`src/rtl/sb3647_xbee_pkg.sv`:
```
// Shared definitions for the Xbee GBI link: bit timing, the ASCII
// characters used by GBI report messages, the waste colour encoding and
// the parser state type. Used by both the transmitter and the receiver.
package sb3647_xbee_pkg;

    // 50 MHz / 115200 baud
    localparam int BPC      = 434;
    localparam int HALF_BPC = 217;

    // Message characters
    localparam logic [7:0] ASC_G    = 8'h47;
    localparam logic [7:0] ASC_B    = 8'h42;
    localparam logic [7:0] ASC_I    = 8'h49;
    localparam logic [7:0] ASC_DASH = 8'h2D;
    localparam logic [7:0] ASC_HASH = 8'h23;
    localparam logic [7:0] ASC_M    = 8'h4D;
    localparam logic [7:0] ASC_D    = 8'h44;
    localparam logic [7:0] ASC_W    = 8'h57;
    localparam logic [7:0] ASC_LF   = 8'h0A;
    localparam logic [7:0] ASC_0    = 8'h30;
    localparam logic [7:0] ASC_1    = 8'h31;
    localparam logic [7:0] ASC_2    = 8'h32;
    localparam logic [7:0] ASC_3    = 8'h33;
    localparam logic [7:0] ASC_4    = 8'h34;
    localparam logic [7:0] ASC_5    = 8'h35;
    localparam logic [7:0] ASC_6    = 8'h36;
    localparam logic [7:0] ASC_7    = 8'h37;
    localparam logic [7:0] ASC_8    = 8'h38;
    localparam logic [7:0] ASC_9    = 8'h39;

    // Waste colour encoding
    localparam logic [1:0] COL_M = 2'd0;
    localparam logic [1:0] COL_D = 2'd1;
    localparam logic [1:0] COL_W = 2'd2;

    typedef enum logic [2:0] {
        P_G, P_B, P_I, P_NUM, P_DASH1, P_TYPE, P_DASH2, P_HASH
    } parser_state_t;

    typedef enum logic [1:0] {
        RX_IDLE, RX_START, RX_DATA, RX_STOP
    } rx_state_t;

    // Bin digits are '1'..'9'; '0' is not a legal bin character.
    function automatic logic is_bin_char(input logic [7:0] b);
        return (b >= ASC_1) && (b <= ASC_9);
    endfunction

    // '1'..'8' map to 1..8, '9' is carried as 0000.
    function automatic logic [3:0] bin_code(input logic [7:0] b);
        return (b == ASC_9) ? 4'd0 : b[3:0];
    endfunction

    function automatic logic is_colour_char(input logic [7:0] b);
        return (b == ASC_M) || (b == ASC_D) || (b == ASC_W);
    endfunction

    function automatic logic [1:0] colour_code(input logic [7:0] b);
        logic [1:0] c;
        c = COL_M;
        if (b == ASC_D) begin
            c = COL_D;
        end else if (b == ASC_W) begin
            c = COL_W;
        end
        return c;
    endfunction

    // A 'G' arriving mid-message is taken as the start of a new one.
    function automatic parser_state_t resync_state(input logic [7:0] b);
        return (b == ASC_G) ? P_B : P_G;
    endfunction

endpackage

```
`src/rtl/sb3647_uart_rx_byte.sv`:
```
// 8N1 UART byte receiver: input synchronizer, start/data/stop bit FSM and
// stop-bit framing check. Accepts stop periods longer than one bit.
module sb3647_uart_rx_byte #(
    parameter int BPC      = sb3647_xbee_pkg::BPC,
    parameter int HALF_BPC = sb3647_xbee_pkg::HALF_BPC
) (
    input  logic       clk_50M,
    input  logic       rst_n,
    input  logic       rx,
    output logic       byte_valid,
    output logic       byte_bad,
    output logic [7:0] byte_data,
    output logic       frame_err
);
    import sb3647_xbee_pkg::*;

    localparam logic [15:0] HALF_LAST = 16'(HALF_BPC - 1);
    localparam logic [15:0] BIT_LAST  = 16'(BPC - 1);

    logic [1:0]  sync;
    logic [1:0]  fill;
    logic        rx_s;
    logic        armed;
    logic        stop_tick;
    rx_state_t   state;
    logic [15:0] cnt;
    logic [2:0]  bit_idx;
    logic [7:0]  shreg;

    assign rx_s = sync[1];

    // byte_valid and byte_bad are single-cycle strobes in the cycle the
    // stop bit is sampled; there is no back-pressure, so the consumer must
    // act on every strobe. byte_data is stable while either strobe is high.
    assign stop_tick  = (state == RX_STOP) && (cnt == BIT_LAST);
    assign byte_valid = stop_tick && rx_s;
    assign byte_bad   = stop_tick && !rx_s;
    assign byte_data  = shreg;

    // Two-stage synchronizer for rx, plus a fill marker that shows when the
    // synchronizer holds real line samples rather than its reset value.
    always_ff @(posedge clk_50M or negedge rst_n) begin
        if (!rst_n) begin
            sync <= 2'b11;
            fill <= 2'b00;
        end else begin
            sync <= {sync[0], rx};
            fill <= {fill[0], 1'b1};
        end
    end

    // Byte receiver FSM. A start is only taken after the line has been seen
    // high in IDLE (armed), so a line stuck low never starts a frame.
    always_ff @(posedge clk_50M or negedge rst_n) begin
        if (!rst_n) begin
            state     <= RX_IDLE;
            cnt       <= '0;
            bit_idx   <= '0;
            shreg     <= '0;
            armed     <= 1'b0;
            frame_err <= 1'b0;
        end else begin
            frame_err <= 1'b0;
            case (state)
                RX_IDLE: begin
                    cnt     <= '0;
                    bit_idx <= '0;
                    if (armed && !rx_s) begin
                        armed <= 1'b0;
                        state <= RX_START;
                    end else if (fill[1] && rx_s) begin
                        armed <= 1'b1;
                    end
                end
                RX_START: begin
                    if (cnt == HALF_LAST) begin
                        cnt   <= '0;
                        state <= rx_s ? RX_IDLE : RX_DATA;
                    end else begin
                        cnt <= cnt + 16'd1;
                    end
                end
                RX_DATA: begin
                    if (cnt == BIT_LAST) begin
                        cnt     <= '0;
                        shreg   <= {rx_s, shreg[7:1]};
                        bit_idx <= bit_idx + 3'd1;
                        if (bit_idx == 3'd7) begin
                            state <= RX_STOP;
                        end
                    end else begin
                        cnt <= cnt + 16'd1;
                    end
                end
                RX_STOP: begin
                    if (cnt == BIT_LAST) begin
                        cnt       <= '0;
                        frame_err <= !rx_s;
                        state     <= RX_IDLE;
                    end else begin
                        cnt <= cnt + 16'd1;
                    end
                end
                default: state <= RX_IDLE;
            endcase
        end
    end

endmodule

```
`src/rtl/sb3647_xbee_gbi_receiver.sv`:
```
// Parses "GBI<n>-<W>-#" report messages from the Xbee UART stream and
// presents the decoded bin number and waste colour with a valid strobe.
module sb3647_xbee_gbi_receiver #(
    parameter int BPC      = sb3647_xbee_pkg::BPC,
    parameter int HALF_BPC = sb3647_xbee_pkg::HALF_BPC
) (
    input  logic       clk_50M,
    input  logic       rst_n,
    input  logic       rx,
    output logic [3:0] bin_number,
    output logic [1:0] colour,
    output logic       msg_valid,
    output logic       msg_error,
    output logic       frame_err
);
    import sb3647_xbee_pkg::*;

    logic          byte_valid;
    logic          byte_bad;
    logic [7:0]    byte_data;
    parser_state_t pstate;
    logic [3:0]    pend_bin;
    logic [1:0]    pend_col;

    sb3647_uart_rx_byte #(
        .BPC      (BPC),
        .HALF_BPC (HALF_BPC)
    ) u_rx (
        .clk_50M    (clk_50M),
        .rst_n      (rst_n),
        .rx         (rx),
        .byte_valid (byte_valid),
        .byte_bad   (byte_bad),
        .byte_data  (byte_data),
        .frame_err  (frame_err)
    );

    // Message parser. Pending bin/colour are held until the closing '#',
    // so a partial or broken message never touches the outputs.
    always_ff @(posedge clk_50M or negedge rst_n) begin
        if (!rst_n) begin
            pstate     <= P_G;
            pend_bin   <= '0;
            pend_col   <= COL_M;
            bin_number <= '0;
            colour     <= COL_M;
            msg_valid  <= 1'b0;
            msg_error  <= 1'b0;
        end else begin
            msg_valid <= 1'b0;
            msg_error <= 1'b0;
            if (byte_bad) begin
                if (pstate != P_G) begin
                    msg_error <= 1'b1;
                end
                pstate <= P_G;
            end else if (byte_valid) begin
                case (pstate)
                    P_G: begin
                        if (byte_data == ASC_G) begin
                            pstate <= P_B;
                        end
                    end
                    P_B: begin
                        if (byte_data == ASC_B) begin
                            pstate <= P_I;
                        end else begin
                            msg_error <= 1'b1;
                            pstate    <= resync_state(byte_data);
                        end
                    end
                    P_I: begin
                        if (byte_data == ASC_I) begin
                            pstate <= P_NUM;
                        end else begin
                            msg_error <= 1'b1;
                            pstate    <= resync_state(byte_data);
                        end
                    end
                    P_NUM: begin
                        if (is_bin_char(byte_data)) begin
                            pend_bin <= bin_code(byte_data);
                            pstate   <= P_DASH1;
                        end else begin
                            msg_error <= 1'b1;
                            pstate    <= resync_state(byte_data);
                        end
                    end
                    P_DASH1: begin
                        if (byte_data == ASC_DASH) begin
                            pstate <= P_TYPE;
                        end else begin
                            msg_error <= 1'b1;
                            pstate    <= resync_state(byte_data);
                        end
                    end
                    P_TYPE: begin
                        if (is_colour_char(byte_data)) begin
                            pend_col <= colour_code(byte_data);
                            pstate   <= P_DASH2;
                        end else begin
                            msg_error <= 1'b1;
                            pstate    <= resync_state(byte_data);
                        end
                    end
                    P_DASH2: begin
                        if (byte_data == ASC_DASH) begin
                            pstate <= P_HASH;
                        end else begin
                            msg_error <= 1'b1;
                            pstate    <= resync_state(byte_data);
                        end
                    end
                    P_HASH: begin
                        if (byte_data == ASC_HASH) begin
                            bin_number <= pend_bin;
                            colour     <= pend_col;
                            msg_valid  <= 1'b1;
                            pstate     <= P_G;
                        end else begin
                            msg_error <= 1'b1;
                            pstate    <= resync_state(byte_data);
                        end
                    end
                    default: pstate <= P_G;
                endcase
            end
        end
    end

endmodule

```
`config.mk`:
```
export PLATFORM = sky130hd
export DESIGN_NAME = sb3647_xbee_gbi_receiver
export DESIGN_NICKNAME = d
export VERILOG_FILES = /design/src/rtl/sb3647_xbee_pkg.sv /design/src/rtl/sb3647_uart_rx_byte.sv /design/src/rtl/sb3647_xbee_gbi_receiver.sv
export SDC_FILE = /design/constraint.sdc
export NUM_CORES = 1
export LEC_CHECK = 0
export CORE_MARGIN = 2
export CORE_UTILIZATION = 30
export CTS_CLUSTER_SIZE = 12
export DETAILED_ROUTE_END_ITERATION = 8
export SLEW_MARGIN = 20
export SYNTH_ARGS = -nofsm -noshare
export SYNTH_HDL_FRONTEND = slang
export SYNTH_SLANG_ARGS = --single-unit
```
`constraint.sdc`:
```
create_clock -name clk_50M -period 2.9 [get_ports clk_50M]
set_clock_uncertainty 0.05 [all_clocks]
set_input_delay 0.58 -clock clk_50M [delete_from_list [all_inputs] [get_ports clk_50M]]
set_output_delay 0.58 -clock clk_50M [all_outputs]
set_load 0.02 [all_outputs]
```
==> impl_metrics.toml <==
[final_layout]
fin_area_um2 = 2980
n_fill_cell = 853
syn2layout_area_growth_pct = 10.5
most-common-layout-cells = "dfrtp_1, nor2_1, nand2_1"
post-route-util_pct = 34.1
nets = 272
drive_above_1_share_pct = 14.4
final_common_cell = "dfrtp_1"
num_antenna_cells = 0
fin_cells = 372

[sta]
worstMarginPinSlew_ns = 0.513
setup_viol = 0
slew_violations = 0
rsz0062_at_grt = "no"
finalHoldViolations = 0
max-slew-margin-rel_pct = 64.9
whs_ns = 0.135
setup_tns_ns = 0
min_period_ns = 2.43
fin_crit_sh_pct = 83.9
fmax_mhz = 411

[route]
viasPerCell = 4.97
antenna_left = 0
drt-total-wl_mm = 4.95
dr.pass1.iters = 4
vias = 1850
wl_per_cell_um = 13.3
drtIter0Drc = 167
drc = 0

[cts]
cts_hold_buf = 0
clk_path_buf_depth = 2
htree_levels = 2
cts_sinks = 52
ctsResizeCount = 0
clk_latency_ns = 0.30
cts_tree = "done"
cts_made_buffers = 5
postCtsSetupBuffers = 0
cts_root_buffer = "clkbuf_8"
path_clk_slew_ns = 0.09

[synth]
ys_top_cells_by_area = "dfrtp_1, mux2_2, nor2_1"
synth.avg_cell_area_um2 = 10.5
syn_inst = 256
synth_top_area_share_pct = 46.4
async_flop_share_pct = 100
synth_top_flop_cell = "dfrtp_1"
yosysUniqueCellTypes = 59
synth_edf_count = 0
post-synth-top-area-cell = "dfrtp_1"
synth_seq_cells = 52
synth_warnings = 0
ys_seq_area_share_pct = 48.4
mappedNetlistArea_um2 = 2700
syn_nets = 264

[global_routing]
grt_pass1_vias = 1822
antenna_found_initial = 0
grtUsageTotal_pct = 10.8
gr-total-overflow = 0
grt_pass1_wl_mm = 8.79
grt_max_degree = 37

[pwr]
vdd_drop_max_uv = 192
p_per_area_nw_per_um2 = 404
power_leakage_nw = 1.27

[critical_path]
crit_path_end_kind = "flip-flop"
path_cells = "or3b_1, nor4_1, inv_1, or4_4, mux2_4"
crit_path_start_kind = "flip-flop"
criticalPathCategory = "reg2reg"
crit_fanout = 6
path_delay_family = "simple AND/OR/NAND/NOR gates"
slowest_delay_ns = 0.58
crit_required_ns = 3.05
worstPathArrival_ns = 2.58
cp_num_buf_inv = 1
cp_slowest_cell = "or4_4"

[placed_design]
hpwlAfterDp_mm = 3.50
placed_area_um2 = 2900
dp.cells = 365
port_buffers = 11
gp_congestion = 0.875

[floorplanning]
die_h_um = 98.8
pin_count = 12
die-area_um2 = 9760
core-area_um2 = 8720
start_util_pct = 30.9
die_x_um = 98.8
placementRows = 34

[run]
max-cap-violations = 0

[status]
outcome = "complete, no violations"

[min_path]
hold_class = "in2async"
-- layer usage --
layer | part of all wire [%] | wire (um) | GRT usage (%)
met1 | 50 | 2470 | 14.9
met2 | 46 | 2260 | 16.9
met3 | 3.4 | 169 | 2.34
met4 | 1.2 | 59 | 3.48
met5 | 0 | 0 | 0
-- through the flow --
step | worst slack, ns | total power, W
3_5_place_dp | 0.480 | 0.000824
3_3_place_gp | 0.502 | 0.000822
2_1_floorplan | 0.605 | 0.000790
4_1_cts | 0.456 | 0.00122
5_1_grt | 0.333 | 0.00126
6_report | 0.468 | 0.00120
-- layout make-up --
type                            instances  area (um2)  share of cell area, %
Clock buffer                            6        72.6                   2.44
Clock inverter                          1        5.00                  0.168
Inverter                               11        41.3                   1.39
Tap cell                              108         135                   4.54
Multi-Input combinational cell        178        1280                   42.9
Timing Repair Buffer                   16         143                   4.79
Sequential cell                        52        1300                   43.8
-- logic make-up (layout without fill, tap and decap cells) --
logic type,after synthesis,after routing,synth area share (%)
AO/OA/AOI/OAI,31,31,8.64
XOR/XNOR,15,15,4.87
adder cells (fa/ha/maj),5,5,2.32
buffers and inverters,26,34,4.22
flip-flops,52,52,48.4
multiplexers,20,20,9.10
other,1,1,0.139
AND/OR/NAND/NOR,106,106,22.3
-- worst register-to-register path, delay by kind of cell (launching register included) --
kind	cells	cell delay (ns)
simple gates	3	1.42
flops	1	0.43
mux	1	0.33
buf+inv	1	0.11
-- report_power, final --
group,switching [W],internal [W]
registers,0.00000933,0.000735
clock network,0.000230,0.000165
logic,0.0000456,0.0000167
total,0.000285,0.000917
-- synth_stat cells (all sizes together) (4+ instances only) --
master / count
clkbuf: 12
dfrtp: 50
ha: 5
inv: 11
mux2: 18
nand2: 20
nand3: 10
nand4: 5
nor2: 32
nor2b: 4
nor3: 6
nor4: 6
o21ai: 5
xnor2: 7
xor2: 8
-- registers in the layout, indices dropped and copies added (netlist names), named ones only --
name and cells:
bin_number 4, colour 2, msg_error 1, msg_valid 1, pend_bin 4, pend_col 2, pstate 3, u_rx.armed 1
u_rx.bit_idx 3, u_rx.byte_data 8, u_rx.cnt 16, u_rx.fill 2, u_rx.frame_err 1, u_rx.state 1, u_rx.sync 2
-- final timing paths --
| path | start | to | slack (ns) | cells past startpoint |
|---|---|---|---|---|
| max in group asynchronous | rst_n | u_rx.sync[0] | 1.84 | 2 |
| worst max-delay path | u_rx.byte_data[7] | bin_number[0] | 0.47 | 5 |
| worst min register to register | u_rx.fill[0] | u_rx.fill[1] | 0.31 | 0 |
| min in group clk_50M | u_rx.fill[0] | u_rx.fill[1] | 0.31 | 0 |
| worst max register to register | u_rx.byte_data[7] | bin_number[0] | 0.47 | 5 |
| worst min-delay path | rst_n | u_rx.cnt[5] | 0.13 | 1 |
(Power assumes the default switching activity.)
